--- config.mk ---
export PLATFORM = sky130hd
export DESIGN_NAME = pkt_resizer_spp
export DESIGN_NICKNAME = d
export VERILOG_FILES = /design/src/rtl/pkt_resizer_spp.sv
export SDC_FILE = /design/constraint.sdc
export NUM_CORES = 1
export LEC_CHECK = 0
export BUFFER_PORTS_ARGS = -buffer_cell sky130_fd_sc_hd__buf_2
export CAP_MARGIN = 25
export CORE_ASPECT_RATIO = 1.25
export CORE_MARGIN = 3
export CORE_UTILIZATION = 43
export CTS_BUF_LIST = sky130_fd_sc_hd__clkbuf_8
export DETAILED_ROUTE_END_ITERATION = 12
export SYNTH_ARGS = -nofsm -noshare
export SYNTH_HDL_FRONTEND = slang
export SYNTH_SLANG_ARGS = --single-unit
--- constraint.sdc ---
create_clock -name clk -period 9.5 [get_ports clk]
set_input_delay 0.475 -clock clk [delete_from_list [all_inputs] [get_ports clk]]
set_output_delay 0.475 -clock clk [all_outputs]
set_load 0.02 [all_outputs]
--- src/rtl/pkt_resizer_spp.sv ---
// Re-frames a sample stream into packets of spp samples (spp=0: pass i_tlast through); 1-cycle latency, 2-entry skid.
// Optional PKT_RESIZER_HONOR_TLAST_EN: an input tlast also closes the current output packet early.
module pkt_resizer_spp #(
  parameter int WIDTH   = 32,
  parameter int MAX_SPP = 65535,
  localparam int CW     = $clog2(MAX_SPP + 1)
) (
  input  logic             clk,
  input  logic             reset,
  input  logic [CW-1:0]    spp,
  input  logic [WIDTH-1:0] i_tdata,
  input  logic             i_tlast,
  input  logic             i_tvalid,
  output logic             i_tready,
  output logic [WIDTH-1:0] o_tdata,
  output logic             o_tlast,
  output logic             o_tvalid,
  input  logic             o_tready
);

  logic [CW-1:0]    spp_reg_q, spp_active_q, spp_active_d;
  logic [CW-1:0]    cnt_q, cnt_d, len;
  logic             out_vld_q, out_vld_d, out_last_q, out_last_d;
  logic [WIDTH-1:0] out_dat_q, out_dat_d;
  logic             skid_vld_q, skid_vld_d, skid_last_q, skid_last_d;
  logic [WIDTH-1:0] skid_dat_q, skid_dat_d;
  logic             in_rdy_q;
  logic             accept, drain, first, beat_last;

  assign accept   = i_tvalid & in_rdy_q;
  assign drain    = o_tready & out_vld_q;
  assign first    = (cnt_q == CW'(1));
  assign len      = first ? spp_reg_q : spp_active_q;
  assign i_tready = in_rdy_q;
  assign o_tvalid = out_vld_q;
  assign o_tdata  = out_dat_q;
  assign o_tlast  = out_last_q;

  // Length is latched on the first beat so a new spp only applies at a packet boundary.
  always_comb begin
    beat_last    = 1'b0;
    cnt_d        = cnt_q;
    spp_active_d = spp_active_q;
    if (accept) begin
      if (first) spp_active_d = spp_reg_q;
      if (len == '0) begin
        beat_last = i_tlast;
        cnt_d     = CW'(1);
      end else begin
        beat_last = (cnt_q >= len) || (cnt_q == CW'(MAX_SPP));
`ifdef PKT_RESIZER_HONOR_TLAST_EN
        if (i_tlast) beat_last = 1'b1;
`endif
        cnt_d = beat_last ? CW'(1) : cnt_q + CW'(1);
      end
    end
  end

  always_comb begin
    out_vld_d   = out_vld_q;
    out_dat_d   = out_dat_q;
    out_last_d  = out_last_q;
    skid_vld_d  = skid_vld_q;
    skid_dat_d  = skid_dat_q;
    skid_last_d = skid_last_q;
    if (!out_vld_q || drain) begin
      // in_rdy_q is low whenever the skid holds a beat, so skid refill and accept never coincide
      if (skid_vld_q) begin
        out_vld_d  = 1'b1;
        out_dat_d  = skid_dat_q;
        out_last_d = skid_last_q;
        skid_vld_d = 1'b0;
      end else if (accept) begin
        out_vld_d  = 1'b1;
        out_dat_d  = i_tdata;
        out_last_d = beat_last;
      end else begin
        out_vld_d  = 1'b0;
        out_last_d = 1'b0;
      end
    end else if (accept) begin
      skid_vld_d  = 1'b1;
      skid_dat_d  = i_tdata;
      skid_last_d = beat_last;
    end
  end

  always_ff @(posedge clk or posedge reset) begin
    if (reset) begin
      spp_reg_q    <= CW'(1);
      spp_active_q <= CW'(1);
      cnt_q        <= CW'(1);
      out_vld_q    <= 1'b0;
      out_dat_q    <= '0;
      out_last_q   <= 1'b0;
      skid_vld_q   <= 1'b0;
      skid_dat_q   <= '0;
      skid_last_q  <= 1'b0;
      in_rdy_q     <= 1'b0;
    end else begin
      spp_reg_q    <= spp;
      spp_active_q <= spp_active_d;
      cnt_q        <= cnt_d;
      out_vld_q    <= out_vld_d;
      out_dat_q    <= out_dat_d;
      out_last_q   <= out_last_d;
      skid_vld_q   <= skid_vld_d;
      skid_dat_q   <= skid_dat_d;
      skid_last_q  <= skid_last_d;
      in_rdy_q     <= ~skid_vld_d;
    end
  end

endmodule

==> results of run 1 <==
-- worst max-delay path: stages (launching register included) --
cell	delay (ns)
dfstp_2	0.58
ha_1	0.16
nor4b_2	0.18
nand4_1	0.10
buf_4	0.24
mux2_2	0.31
ha_1	0.27
nand2b_4	0.15
a2111oi_4	0.34
o211ai_1	0.14
a211o_1	0.47
nor2_1	0.44
a22o_1	0.23
-- layout make-up --
type,instances,area [µm²]
Clock buffer,20,275
Clock inverter,12,200
Fill cell,1085,5460
Inverter,7,28.8
Multi-Input combinational cell,312,2240
Sequential cell,117,2930
Tap cell,161,201
Timing Repair Buffer,93,493
-- metrics by stage --
| stage | setup slack [ns] | utilization, % |
|---|---|---|
| 2_1_floorplan | 5.93 | - |
| 3_3_place_gp | 5.90 | 49.7 |
| 3_5_place_dp | 5.83 | 49.7 |
| 4_1_cts | 5.79 | 53.7 |
| 5_1_grt | 5.52 | 53.9 |
| 6_report | 5.79 | 53.9 |
-- worst min path at each step --
stage / start / to / slack [ns] / cells past startpoint
after floorplan: spp_active_q[0] / spp_active_q[0] / 0.44 / 2
after global placement: spp_active_q[0] / spp_active_q[0] / 0.46 / 2
after detailed placement: spp_active_q[0] / spp_active_q[0] / 0.48 / 2
after CTS: spp[6] / spp_reg_q[6] / 0.11 / 1
after global routing: spp[5] / spp_reg_q[5] / 0.11 / 1
final: spp[0] / spp_reg_q[0] / 0.14 / 1
-- cells in the mapped netlist (2+ instances only) --
library cell	count	area share [%]
a21o_2	2	0.33
a21oi_1	38	3.6
a22o_1	7	1.2
and3_1	7	0.82
buf_2	2	0.19
buf_6	3	0.64
clkbuf_1	17	1.2
dfrtp_1	114	54
dfstp_2	3	1.5
ha_1	18	4.2
inv_1	7	0.49
mux2_2	33	7.0
mux2i_1	49	9.2
nand2_1	27	1.9
nand3_1	7	0.66
nand4_1	7	0.82
nor2_1	47	3.3
nor2b_1	6	0.71
nor3_1	4	0.38
nor4_1	11	1.3
o21a_1	2	0.28
o21ai_0	24	2.3
xnor2_1	2	0.33
xor2_1	4	0.66
-- per-layer routing --
metal  global-route usage (%)  up-vias  part of all wire (%)
li1                         -     1818                     -
met1                     21.4     1806                    41
met2                     30.7      101                    50
met3                     6.04       21                   6.2
met4                     8.42        2                   2.2
met5                        0        -                 0.078
-- cells by family (layout without fill, tap and decap cells) --
kind of cell	count (synthesis)	after routing	synth area share [%]
buffers and inverters	31	132	2.73
adders and majority gates	18	18	4.24
and+or+nand+nor	122	122	11.0
xor gates and xnor gates	6	6	0.989
muxes	82	82	16.2
DFF	117	117	55.2
AOI/OAI and AO/OA	84	84	9.66
-- where the power goes --
part | switching [mW] | internal (mW)
Sequential | 0.0792 | 0.616
Clock | 0.202 | 0.333
Combinational | 0.255 | 0.200
Total | 0.536 | 1.15
-- state kept, by name, indices dropped and copies added (netlist names) --
signal and flops:
skid_last_q 1, o_tvalid 1, skid_vld_q 1, cnt_q 16, spp_active_q 16, o_tlast 1
skid_dat_q 32, o_tdata 32, spp_reg_q 16, i_tready 1
==> qor.yml, run 1 <==
run_status:
  status: "completed"
clocking:
  cts-resized-gates: 0
  cts-htree-levels: 4
  holdBufCountCts: 0
  cts_setup_buffers: 0
  cts_buffers: 17
  cts_max_path_buffers: 2
  clk_pin_slew_ns: 0.07
  cts_tree: "built"
  clock_sinks: 117
  cts_root_buf: "clkbuf_8"
  clock_latency_ns: 0.44
logic_synthesis:
  ys_ff_latch: 117
  synth_cell_types: 43
  syn_area_per_cell_um2: 11.5
  synth_async_sr_flop_share_pct: 100
  yosysSeqAreaShare_pct: 55.2
  syn_inst: 460
  yosys_warnings: 0
  netlist_area_mm2: 0.00531
  synth_edf_count: 0
  synth_nets: 531
  ys.flop_type: "dfrtp_1"
critical_path:
  crit_start: "cnt_q[0]"
  ff2ff_setup_slack_ns: 5.79
  rr_startpoint: "cnt_q[0]"
  end_kind: "flip-flop"
  ff2ff_path_depth: 12
  critPathKind: "reg -> reg"
  arrival_ns: 4.08
  worstPathRequired_ns: 9.87
  worstSetupEndpoint: "cnt_q[2]"
  cp-start-kind: "flip-flop"
  crit_fanout: 17
  reg2reg_to: "cnt_q[2]"
drt:
  wire_per_inst_um: 15.9
  routed_wl_mm: 11.5
  antenna_left: 0
  drtIter0Drc: 103
  vias_per_cell: 5.19
  drc: 0
  dr.pass1.iters: 5
  via_count: 3748
placement:
  port_buffers: 87
  placed_area_mm2: 0.00588
  hpwl_mm: 7.94
  place.gp.congestion: 0.815
  placed_cells: 689
floorplan:
  die_h_um: 130
  die_w_um: 105
  rows: 44
  ios: 88
  coreArea_mm2: 0.0118
  start_util_pct: 44.9
  die_area_mm2: 0.0137
final_layout:
  fin_area_mm2: 0.00637
  final_common_cell: "dfrtp_1"
  nets: 619
  layout-drive-gt1-share_pct: 30.3
  layoutNonFillerInstCount: 722
  area_growth_pct: 20.0
  diodes: 0
  most-common-layout-cells: "dfrtp_1, buf_2, mux2i_1"
sta:
  finalHoldViolations: 0
  clock_skew_ns: 0.00878
  whs_ns: 0.140
  setup_tns_ns: 0
  period_share_pct: 39.1
  fmax_ghz: 0.269
  setup_viol: 0
  final_max_slew_viol_count: 0
  rsz0062_at_grt: "false"
  tightest_slew_ns: 0.725
  relSlewSlack_pct: 51.7
  period_minus_slack_ns: 3.71
global_route:
  grt_overflow: 0
  grt_pass1_vias: 3873
  grt_max_degree: 65
  antenna_found_initial: 1
  grt_pass1_wl_mm: 19.5
  track_usage_pct: 18.3
power:
  p_total_mw: 1.68
  power-per-cell-area_mw_per_mm2: 264
  ir_worst_vdd_uv: 149
  p_leak_nw: 2.97
flow_run:
  cap_viol_max_count: 0
hold_path:
  hold_class: "in -> reg"
No activity file was read; power rests on OpenSTA's default activity.
==> inputs of run 2 (changes only) <==
Settings changed: PLACE_DENSITY set to 0.66.
Clock period 9.5 ns to 3.35 ns, I/O delays scaled along.
==> run 2 against run 1 <==
  * Die area unchanged
  * Utilization is 7.1 points higher
  * Maximum frequency increased by 12%
  * Total power grew to 2.9 times the previous value
  * Sequential power rose to 2.8 times the previous value
  * Cell count increased by 11%
  * Setup slack lost 5.8 ns
  * Clock skew about the same
  * Via count rose by 12%
==> qor.yml, run 2 (synthesis gave the netlist of run 1 again) <==
critical_path:
  ff2ff_path_depth: 14
  ff2ff_setup_slack_ns: 0.04
  crit_fanout: 8
  worstPathRequired_ns: 3.67
  end_kind: "flip-flop"
  reg2reg_to: "o_tlast"
  critPathKind: "reg -> reg"
  rr_startpoint: "cnt_q[0]"
  arrival_ns: 3.63
  cp-start-kind: "flip-flop"
clocking:
  clock_sinks: 117
  clock_latency_ns: 0.43
  cts_root_buf: "clkbuf_8"
  cts-htree-levels: 4
  cts_max_path_buffers: 2
  clk_pin_slew_ns: 0.07
  cts_tree: "built"
  cts_buffers: 17
final_layout:
  final.fill_count: 948
  final_common_cell: "dfrtp_1"
  diodes: 0
  area_growth_pct: 35.8
  fin_area_mm2: 0.00722
  most-common-layout-cells: "dfrtp_1, buf_2, dlygate4sd3_1"
  nets: 695
  layout-drive-gt1-share_pct: 33.1
  post-route-util_pct: 61.0
global_route:
  grtUsageMet1_pct: 22.6
  antenna_found_initial: 0
  grt_overflow: 0
  track_usage_pct: 19.2
  top_usage_layer: "met2"
  grt_pass1_wl_mm: 20.7
  grt_pass1_vias: 4281
  grt_max_degree: 68
  use_met3_pct: 5.44
  grt_use_met2_pct: 33.3
placement:
  hpwl_mm: 8.24
  place.gp.congestion: 0.854
  placed_area_mm2: 0.00601
  port_buffers: 87
drt:
  antenna_left: 0
  drtIter0Drc: 212
  vias_per_cell: 5.28
  wire_per_inst_um: 16.7
  routed_wl_mm: 13.3
  via_count: 4212
  drc: 0
  dr.pass1.iters: 5
floorplan:
  die_area_mm2: 0.0137
  coreArea_mm2: 0.0118
  die_w_um: 105
  start_util_pct: 44.9
  rows: 44
  die_h_um: 130
  ios: 88
sta:
  clock_skew_ns: 0.00867
  final_max_slew_viol_count: 0
  finalHoldViolations: 0
  whs_ns: 0.132
  setup_viol: 0
  fmax_ghz: 0.302
  relSlewSlack_pct: 45.0
  period_share_pct: 98.9
  period_minus_slack_ns: 3.31
  tightest_slew_ns: 0.825
power:
  clock_power_share_pct: 26.0
  p_sw_mw: 1.66
  ir_worst_vdd_uv: 379
  switching_share_pct: 33.4
  p_int_mw: 3.31
  p_leak_nw: 3.29
  power_frac_seq_pct: 39.4
  p_total_mw: 4.97
  comb_power_share_pct: 34.6
  power-per-cell-area_mw_per_mm2: 688
hold_path:
  holdPathStages: 4
  hold_path_startpoint: "i_tlast"
  worstHoldEndpoint: "skid_last_q"
  hold_class: "in -> reg"
run_status:
  status: "completed"
flow_run:
  cap_viol_max_count: 0
-- run 2: cell types whose count changed in the layout (fill, tap and decap cells not counted), moves of 3 or more --
cell,previous run,this run
buf_4,5,27
mux2i_4,0,6
dlygate4sd3_1,0,50
ha_1,18,11
buf_6,0,3
mux2i_1,49,42
ha_4,0,7
clkinv_2,1,4
bufinv_16,5,2
-- run 2: how the worst max path moves through the flow --
stage                   from         to  slack, ns  depth (start not counted)
finish              cnt_q[0]    o_tlast       0.04                         14
global route        cnt_q[0]   cnt_q[4]      -0.09                         15
CTS                 cnt_q[0]    o_tlast       0.03                         12
detailed placement  cnt_q[0]   cnt_q[4]      -0.07                         12
global placement    cnt_q[0]   cnt_q[2]       0.06                         12
floorplan              reset  cnt_q[10]       0.09                          1
-- run 2: final cells by class --
class / instances / area, µm² / area share, %
repair buffers: 169 / 1220 / 16.9
inverters: 7 / 28.8 / 0.399
multi-input cells: 312 / 2440 / 33.8
clock inverters: 11 / 108 / 1.49
flip-flops and latches: 117 / 2930 / 40.6
clock buffers: 21 / 289 / 4.01
well taps: 161 / 201 / 2.79
-- run 2: what timing repair did --
item | in CTS | in global routing
cloned | 0 | 2
endpoints found under the setup margin | 7 | 12
pin swaps | 0 | 10
endpoints found under the hold margin | 114 | 0
resized for setup | 1 | 37
hold buffers | 50 | 0
buffers inserted | 0 | 8
-- run 2: metal layers --
metal	wire (µm)	part of all wire [%]
met2	7020	53
met5	0	0
met4	328	2.5
met3	681	5.1
met1	5290	40
-- run 2: power by group through the flow --
stage          clock [mW]  combinational [mW]  sequential (mW)
3_3_place_gp            0                1.35             1.94
4_1_cts              1.32                1.44             1.94
3_5_place_dp            0                1.40             1.95
2_1_floorplan           0               0.833             2.08
5_1_grt              1.39                1.89             2.00
6_report             1.29                1.72             1.96
-- run 2: worst max-delay path: stages, from the launching register on --
cell and delay, ns:
dfstp_2 0.56, ha_4 0.12, nor4b_4 0.18, nand4_1 0.14
buf_6 0.17, buf_12 0.15, buf_4 0.15, mux2i_4 0.20
ha_4 0.18, a21o_2 0.19, a211oi_2 0.17, o211ai_1 0.11
a211o_1 0.37, and2_4 0.23, a221o_1 0.28
-- run 2: through the flow --
step	TNS, ns	worst slack [ns]	std cells
2_1_floorplan	0	0.0867	460
3_3_place_gp	0	0.0584	706
3_5_place_dp	-0.287	-0.0728	706
4_1_cts	0	0.0253	788
5_1_grt	-0.579	-0.0937	798
6_report	0	0.0380	798
